--- src/rtl/axi_rd_arbiter.sv ---
// Two-requester AXI read arbiter: fetch (id 0) and load (id 1) share AR/R.
// Define RR_ARB_EN for round-robin grants; default is load-over-fetch priority.
module axi_rd_arbiter #(
  parameter int MAX_OUT = 2
) (
  input  logic        aclk,
  input  logic        aresetn,
  input  logic        inst_req,
  input  logic [1:0]  inst_size,
  input  logic [31:0] inst_addr,
  output logic        inst_addr_ok,
  output logic        inst_data_ok,
  output logic [31:0] inst_rdata,
  input  logic        data_req,
  input  logic [1:0]  data_size,
  input  logic [31:0] data_addr,
  output logic        data_addr_ok,
  output logic        data_data_ok,
  output logic [31:0] data_rdata,
  input  logic        wr_busy,
  input  logic [31:0] wr_addr,
  output logic [3:0]  arid,
  output logic [31:0] araddr,
  output logic [7:0]  arlen,
  output logic [2:0]  arsize,
  output logic [1:0]  arburst,
  output logic [1:0]  arlock,
  output logic [3:0]  arcache,
  output logic [2:0]  arprot,
  output logic        arvalid,
  input  logic        arready,
  input  logic [3:0]  rid,
  input  logic [31:0] rdata,
  input  logic        rlast,
  input  logic        rvalid,
  output logic        rready
);

  typedef enum logic {IDLE, AR_BUSY} state_e;

  localparam logic [2:0] MaxCnt = 3'(MAX_OUT);

  state_e      state_q, state_d;
  logic [2:0]  inst_cnt_q, inst_cnt_d;
  logic [2:0]  data_cnt_q, data_cnt_d;
  logic [3:0]  arid_q, arid_d;
  logic [31:0] araddr_q, araddr_d;
  logic [2:0]  arsize_q, arsize_d;
  logic        arvalid_q, arvalid_d;
  logic        rready_q;

  logic hazard, idle;
  logic data_elig, inst_elig;
  logic data_gnt, inst_gnt;
  logic r_done, inst_dec, data_dec;
  logic unused_bits;

  assign unused_bits = ^{rid[3:1], wr_addr[1:0], data_addr[1:0]};

  // Word-granular match against the in-flight store
  assign hazard = wr_busy &&
                  (wr_addr[31:2] == data_addr[31:2]);
  assign idle   = aresetn && (state_q == IDLE);

  assign data_elig = idle && data_req &&
                     (data_cnt_q < MaxCnt) && !hazard;
  assign inst_elig = idle && inst_req &&
                     (inst_cnt_q < MaxCnt);

`ifdef RR_ARB_EN
  logic last_grant_q, last_grant_d;

  assign data_gnt = data_elig &&
                    (!inst_elig || !last_grant_q);
  assign inst_gnt = inst_elig && !data_gnt;

  always_comb begin
    last_grant_d = last_grant_q;
    if (data_gnt)      last_grant_d = 1'b1;
    else if (inst_gnt) last_grant_d = 1'b0;
  end

  always_ff @(posedge aclk or negedge aresetn) begin
    if (!aresetn) last_grant_q <= 1'b0;
    else          last_grant_q <= last_grant_d;
  end
`else
  assign data_gnt = data_elig;
  assign inst_gnt = inst_elig && !data_elig;
`endif

  assign r_done   = rvalid && rready_q && rlast;
  assign inst_dec = r_done && !rid[0];
  assign data_dec = r_done && rid[0];

  function automatic logic [2:0] cnt_next(
    input logic [2:0] cnt,
    input logic       inc,
    input logic       dec
  );
    logic [2:0] n;
    n = cnt;
    if (inc && !dec)
      n = cnt + 3'd1;
    else if (dec && !inc && cnt != 3'd0)
      n = cnt - 3'd1;
    return n;
  endfunction

  always_ff @(posedge aclk or negedge aresetn) begin
    if (!aresetn) begin
      state_q    <= IDLE;
      inst_cnt_q <= 3'd0;
      data_cnt_q <= 3'd0;
      arid_q     <= 4'd0;
      araddr_q   <= 32'd0;
      arsize_q   <= 3'd0;
      arvalid_q  <= 1'b0;
      rready_q   <= 1'b0;
    end else begin
      state_q    <= state_d;
      inst_cnt_q <= inst_cnt_d;
      data_cnt_q <= data_cnt_d;
      arid_q     <= arid_d;
      araddr_q   <= araddr_d;
      arsize_q   <= arsize_d;
      arvalid_q  <= arvalid_d;
      rready_q   <= 1'b1;
    end
  end

  always_comb begin
    state_d = state_q;
    unique case (state_q)
      IDLE: begin
        if (data_gnt || inst_gnt)
          state_d = AR_BUSY;
      end
      AR_BUSY: begin
        if (arvalid_q && arready)
          state_d = IDLE;
      end
      default: state_d = IDLE;
    endcase
  end

  always_comb begin
    arid_d     = arid_q;
    araddr_d   = araddr_q;
    arsize_d   = arsize_q;
    arvalid_d  = arvalid_q;
    unique case (1'b1)
      data_gnt: begin
        arid_d    = 4'd1;
        araddr_d  = data_addr;
        arsize_d  = {1'b0, data_size};
        arvalid_d = 1'b1;
      end
      inst_gnt: begin
        arid_d    = 4'd0;
        araddr_d  = inst_addr;
        arsize_d  = {1'b0, inst_size};
        arvalid_d = 1'b1;
      end
      default: begin
        if (state_q == AR_BUSY && arready)
          arvalid_d = 1'b0;
      end
    endcase
    inst_cnt_d = cnt_next(inst_cnt_q,
                          inst_gnt, inst_dec);
    data_cnt_d = cnt_next(data_cnt_q,
                          data_gnt, data_dec);
  end

  assign inst_addr_ok = inst_gnt;
  assign data_addr_ok = data_gnt;
  assign inst_data_ok = rvalid && rready_q && !rid[0];
  assign data_data_ok = rvalid && rready_q && rid[0];
  assign inst_rdata   = rdata;
  assign data_rdata   = rdata;

  assign arid    = arid_q;
  assign araddr  = araddr_q;
  assign arsize  = arsize_q;
  assign arvalid = arvalid_q;
  assign arlen   = 8'd0;
  assign arburst = 2'b01;
  assign arlock  = 2'd0;
  assign arcache = 4'd0;
  assign arprot  = 3'd0;
  assign rready  = rready_q;

endmodule

--- config.mk ---
export PLATFORM = sky130hd
export DESIGN_NAME = axi_rd_arbiter
export DESIGN_NICKNAME = d
export VERILOG_FILES = /design/src/rtl/axi_rd_arbiter.sv
export SDC_FILE = /design/constraint.sdc
export NUM_CORES = 1
export LEC_CHECK = 0
export CAP_MARGIN = 30
export CORE_MARGIN = 4
export CORE_UTILIZATION = 32
export CTS_CLUSTER_DIAMETER = 150
export CTS_CLUSTER_SIZE = 20
export DETAILED_ROUTE_END_ITERATION = 16
export PLACE_DENSITY = 0.81
export SYNTH_ARGS = -nofsm -noshare
export SYNTH_HDL_FRONTEND = slang
export SYNTH_SLANG_ARGS = --single-unit
--- constraint.sdc ---
create_clock -name aclk -period 3.1 [get_ports aclk]
set_input_delay 0.465 -clock aclk [delete_from_list [all_inputs] [get_ports aclk]]
set_output_delay 0.465 -clock aclk [all_outputs]
set_load 0.02 [all_outputs]
# After elaboration in Yosys (flattened, before gate mapping)
# Index checks and enable logic that the tools add are counted.
# word_totals
mem_bits_ro	0
ramBits	0
output_inout_bits	128
word_cells	64
latchBits	0
n_memories	0
regBits	48
inputBits	144
# classes
bitwise_logic	1
shift	0
add_sub_neg	4
eq_ne	1
n_mul	0
magnitude_cmp	2
mux	12
n_div	0
n_reduce_logical	36
# ops
op	n
32-bit case mux with 2 select lines	1
30-bit equality test	1
1-bit logical AND	22
3-bit two-way mux	4
4-bit case mux with 2 select lines	1
2-bit nonzero test	4
3-bit by 1-bit adder with 3-bit output (second input constant)	2
1-bit zero test	6
3-bit by 2-bit less-than comparator with 1-bit output (second input constant)	2
3-bit case mux with 2 select lines	1
3-bit nonzero test	2
3-bit by 1-bit subtractor with 3-bit output (second input constant)	2
1-bit two-way mux	4
1-bit case mux with 2 select lines	1
2-bit OR reduction	1
1-bit logical OR	1
1-bit NOT	1

# Longest topological paths before layout
# Gate-level depths: netlist (run 1).
# logic_depth
depth_word	12
mapped_depth	12
depth_no_buf	10

# Worst setup path after synthesis (run 1)
# OpenSTA, ideal clock, no wires.
# synth_path
path_type	input to register
startpoint	input port data_addr[26]
endpoint	register inst_cnt_q[2]
slack_ps	306
t_required_ps	3013
path_stages	12
setup_time_ps	87
path_buffers	2
t_arrival_ps	2708
path_cell_list	xnor2_1 nand4_1 nor4_1 a21oi_1 buf_2 buf_6 nor2_1 nand2_1 fa_1 nor4_1 o21ai_0 o211ai_1
# synth_between
elab_chain_cells	10
word_cells_on_any_way	12
classes_between	eq/ne: 1; mux: 1; reduce/logical: 10
# synth_rtl
element	line	source
from (decl)	16	input logic [31:0] data_addr,
30-bit equality test (*)	62	(wr_addr[31:2] == data_addr[31:2]);
1-bit logical AND (*)	61	assign hazard = wr_busy &&
1-bit zero test (*)	66	(data_cnt_q < MaxCnt) && !hazard;
1-bit logical AND (*)	66	
1-bit zero test (*)	89	assign inst_gnt = inst_elig && !data_elig;
1-bit logical AND (*)	89	
via inst_addr_ok	11	output logic inst_addr_ok,
1-bit zero test	105	else if (dec && !inc && cnt != 3'd0)
1-bit logical AND (2 in a row)	105	
2-bit nonzero test (no source line)	-	
to (signal assigned)	122	inst_cnt_q <= inst_cnt_d;
to (decl)	44	logic [2:0] inst_cnt_q, inst_cnt_d;
# The timed path passes the listed nets; every way through them passes the cells marked *.
# A chain may end at the register's enable or synchronous reset.

# Worst setup path after layout (run 1)
# layout_path
startpoint	input port data_addr[31]
endpoint	output port data_addr_ok
# layout_between
elab_chain_cells	4
# layout_rtl
element	line	source
30-bit equality test	62	
1-bit logical AND	61	
1-bit zero test	66	
1-bit logical AND	66	
to (decl)	17	output logic data_addr_ok,
# Every way passes these cells.

==> results.cfg, run 1 <==
[outcome]
outcome = complete, no violations

[die]
dieArea_um2 = 11400
core_um2 = 9370
start_util_pct = 33.4
die_y_um = 107
die_width_um = 107
num_rows = 35
io_pins = 272

[worst_setup_path]
cp_num_buf_inv = 4
worstSetupStartpointType = primary input
crit_family = buffers and inverters
crit_fanout = 4
timing.critical_path.to_type = output port
worstSetupPathType = in2out
cp_cell_sequence = clkdlybuf4s50_1, xnor2_1, nand4_1, nor4_1, buf_4, a21oi_4, buf_4, clkdlybuf4s50_1
slowest_delay_ns = 0.54
cp.required_ns = 2.63
arrival_ns = 2.53
cpMaxStageDelayCell = clkdlybuf4s50_1

[yosys]
synth_top_family_by_area = buffers and inverters
synthAdderAreaFrac_pct = 1.28
async_flop_share_pct = 100
synth.most_common_cell = buf_4
synthMuxAreaShare_pct = 10.9
synthXorXnorAreaFrac_pct = 8.68
seq_area_frac_synth_pct = 35.2
synth_edf_count = 0
netlist_area_um2 = 3130
synth.distinct_cells = 29
synth.top_cells.by_count = 87 x buf_4, 44 x dfrtp_1, 40 x o21ai_0
syn_avg_cell_area_um2 = 9.07
synth_compound_gate_area_share_pct = 9.16
synth-seq-cells = 44
synthSimpleGateAreaFrac_pct = 11.6
syn-instance-count = 345
yosys-top-cells-area = dfrtp_1 35%, buf_4 21%, mux2i_1 11%
synth_warnings = 0
yosys.area.top_type = dfrtp_1
synth_flop_cell = dfrtp_1
synth_top_area_share_pct = 35.2

[global_route]
first_global_vias = 2635
antenna_found_initial = 0
grt_max_degree = 45
grt_usage_pct = 14.5
grt_pass1_wl_um = 13100
overflow = 0

[place]
io_buffers = 147
gp_congestion = 0.729
dp.cells = 551
place_hpwl_um = 6850

[final_layout]
post-route-util_pct = 46.0
syn2layout_area_growth_pct = 37.8
nets = 575
nFillCells = 915
diodes = 0
fin_cells = 559
drive_above_1_share_pct = 4.65

[clocking]
htreeDepth = 2
holdBufCountCts = 0
cts_root_buffer = clkbuf_8
cts_resized = 1
cts_made_buffers = 5
insertion_delay_ns = 0.29
post_cts_buffers = 0
clkTransAtPathRegs_ns = 0.09
cts_tree = yes
cts.sinks = 44
clk_path_buf_depth = 2

[pwr]
leakagePower_nw = 1.87
ir_worst_vdd_v = 0.000315
p_total_w = 0.00300
p_per_area_nw_per_um2 = 697

[sta]
relSlewSlack_pct = 56.1
fin_crit_sh_pct = 96.6
rsz0062_at_grt = no
hold-worst-slack_ns = 0.255
fmax_ghz = 0.334
slew_violations = 0
skew_ns = 0.00900
setup_tns_ns = 0
setup_viol = 0
tightestPinTransition_ns = 0.658
fin_crit_ns = 2.99
finalHoldViolCount = 0

[routing]
via_per_inst = 4.63
ant_nets = 0
drc = 0
first_pass_iters = 4
avgRoutedWirePerCell_um = 15.4
initialDrtViolationCount = 101
vias = 2587
wl_um = 8600

[job]
max-cap-violations = 0

[hold_path]
hold_class = in2async
[layout by cell type, fill, tap and decap left out, drive strengths merged, types with 2 or more instances in the layout]
cell             n
nor2            11
and3             2
dfrtp           44
nand2           38
fa               2
mux2i           34
nor3             2
o21ai           40
clkbuf           6
nand3           10
clkdlybuf4s50  145
conb            24
xnor2           31
buf             10
nor4             4
a31oi            2
o211ai           4
nand4            8
a21oi            2
[state kept, by name, summed over array words and instances, names as in the netlist]
register,flops
araddr,32
arid,1
arsize,2
arvalid,1
data_cnt_q,3
inst_cnt_q,3
rready,1
state_q,1
[cell families after synthesis]
family                   Yosys count
AO/OA/AOI/OAI                     52
XOR/XNOR                          31
adder cells (fa/ha/maj)            2
buffers and inverters            101
flip-flops                        44
multiplexers                      34
other                              2
AND/OR/NAND/NOR                   79
[through the flow]
step | instance area (µm²) | setup slack [ns]
final | 4310 | 0.106
after floorplan | 3210 | 0.306
after global placement | 4200 | -0.0297
after global routing | 4310 | 0.00325
after CTS | 4310 | 0.0325
after detailed placement | 4200 | -0.0280
[layout make-up]
type / instances / area [µm²] / area share [%]
Sequential cell: 44 / 1100 / 25.6
Clock inverter: 2 / 35.0 / 0.813
Tap cell: 129 / 161 / 3.75
Timing Repair Buffer: 156 / 1530 / 35.6
Clock buffer: 6 / 72.6 / 1.68
Multi-Input combinational cell: 222 / 1410 / 32.6
[worst paths after layout]
path,from,slack [ns],end,depth (start not counted)
worst max-delay path,data_addr[31],0.11,data_addr_ok,8
worst max register to register,state_q,0.68,data_cnt_q[1],8
max in group asynchronous,aresetn,2.42,araddr[7],2
min in group aclk,arid[0],0.49,arid[0],1
worst min register to register,arid[0],0.49,arid[0],1
worst min-delay path,aresetn,0.25,state_q,2
[metal layers]
metal  wire length (µm)  GRT usage [%]
met5                  0              0
met4                165           4.84
met3                928           5.24
met2               4410           26.5
met1               3100           15.5
[power by group]
group | leakage (nW) | total [W] | switching (W) | internal [W]
Combinational | 1.27 | 0.00153 | 0.000746 | 0.000781
Sequential | 0.539 | 0.00104 | 0.000187 | 0.000849
Clock | 0.0552 | 0.000441 | 0.000201 | 0.000240
(Power assumes the default switching activity.)
==> run 2, diff against run 1 <==
- CAP_MARGIN: 30 -> not set
==> results of run 2 <==
Same layout as run 1: the final DEF is identical, and so are final timing and power.
==> run 3, diff against run 2 <==
- GPL_TIMING_DRIVEN: not set -> 1
==> results of run 3 <==
Same layout as run 1: the final DEF is identical, and so are final timing and power.
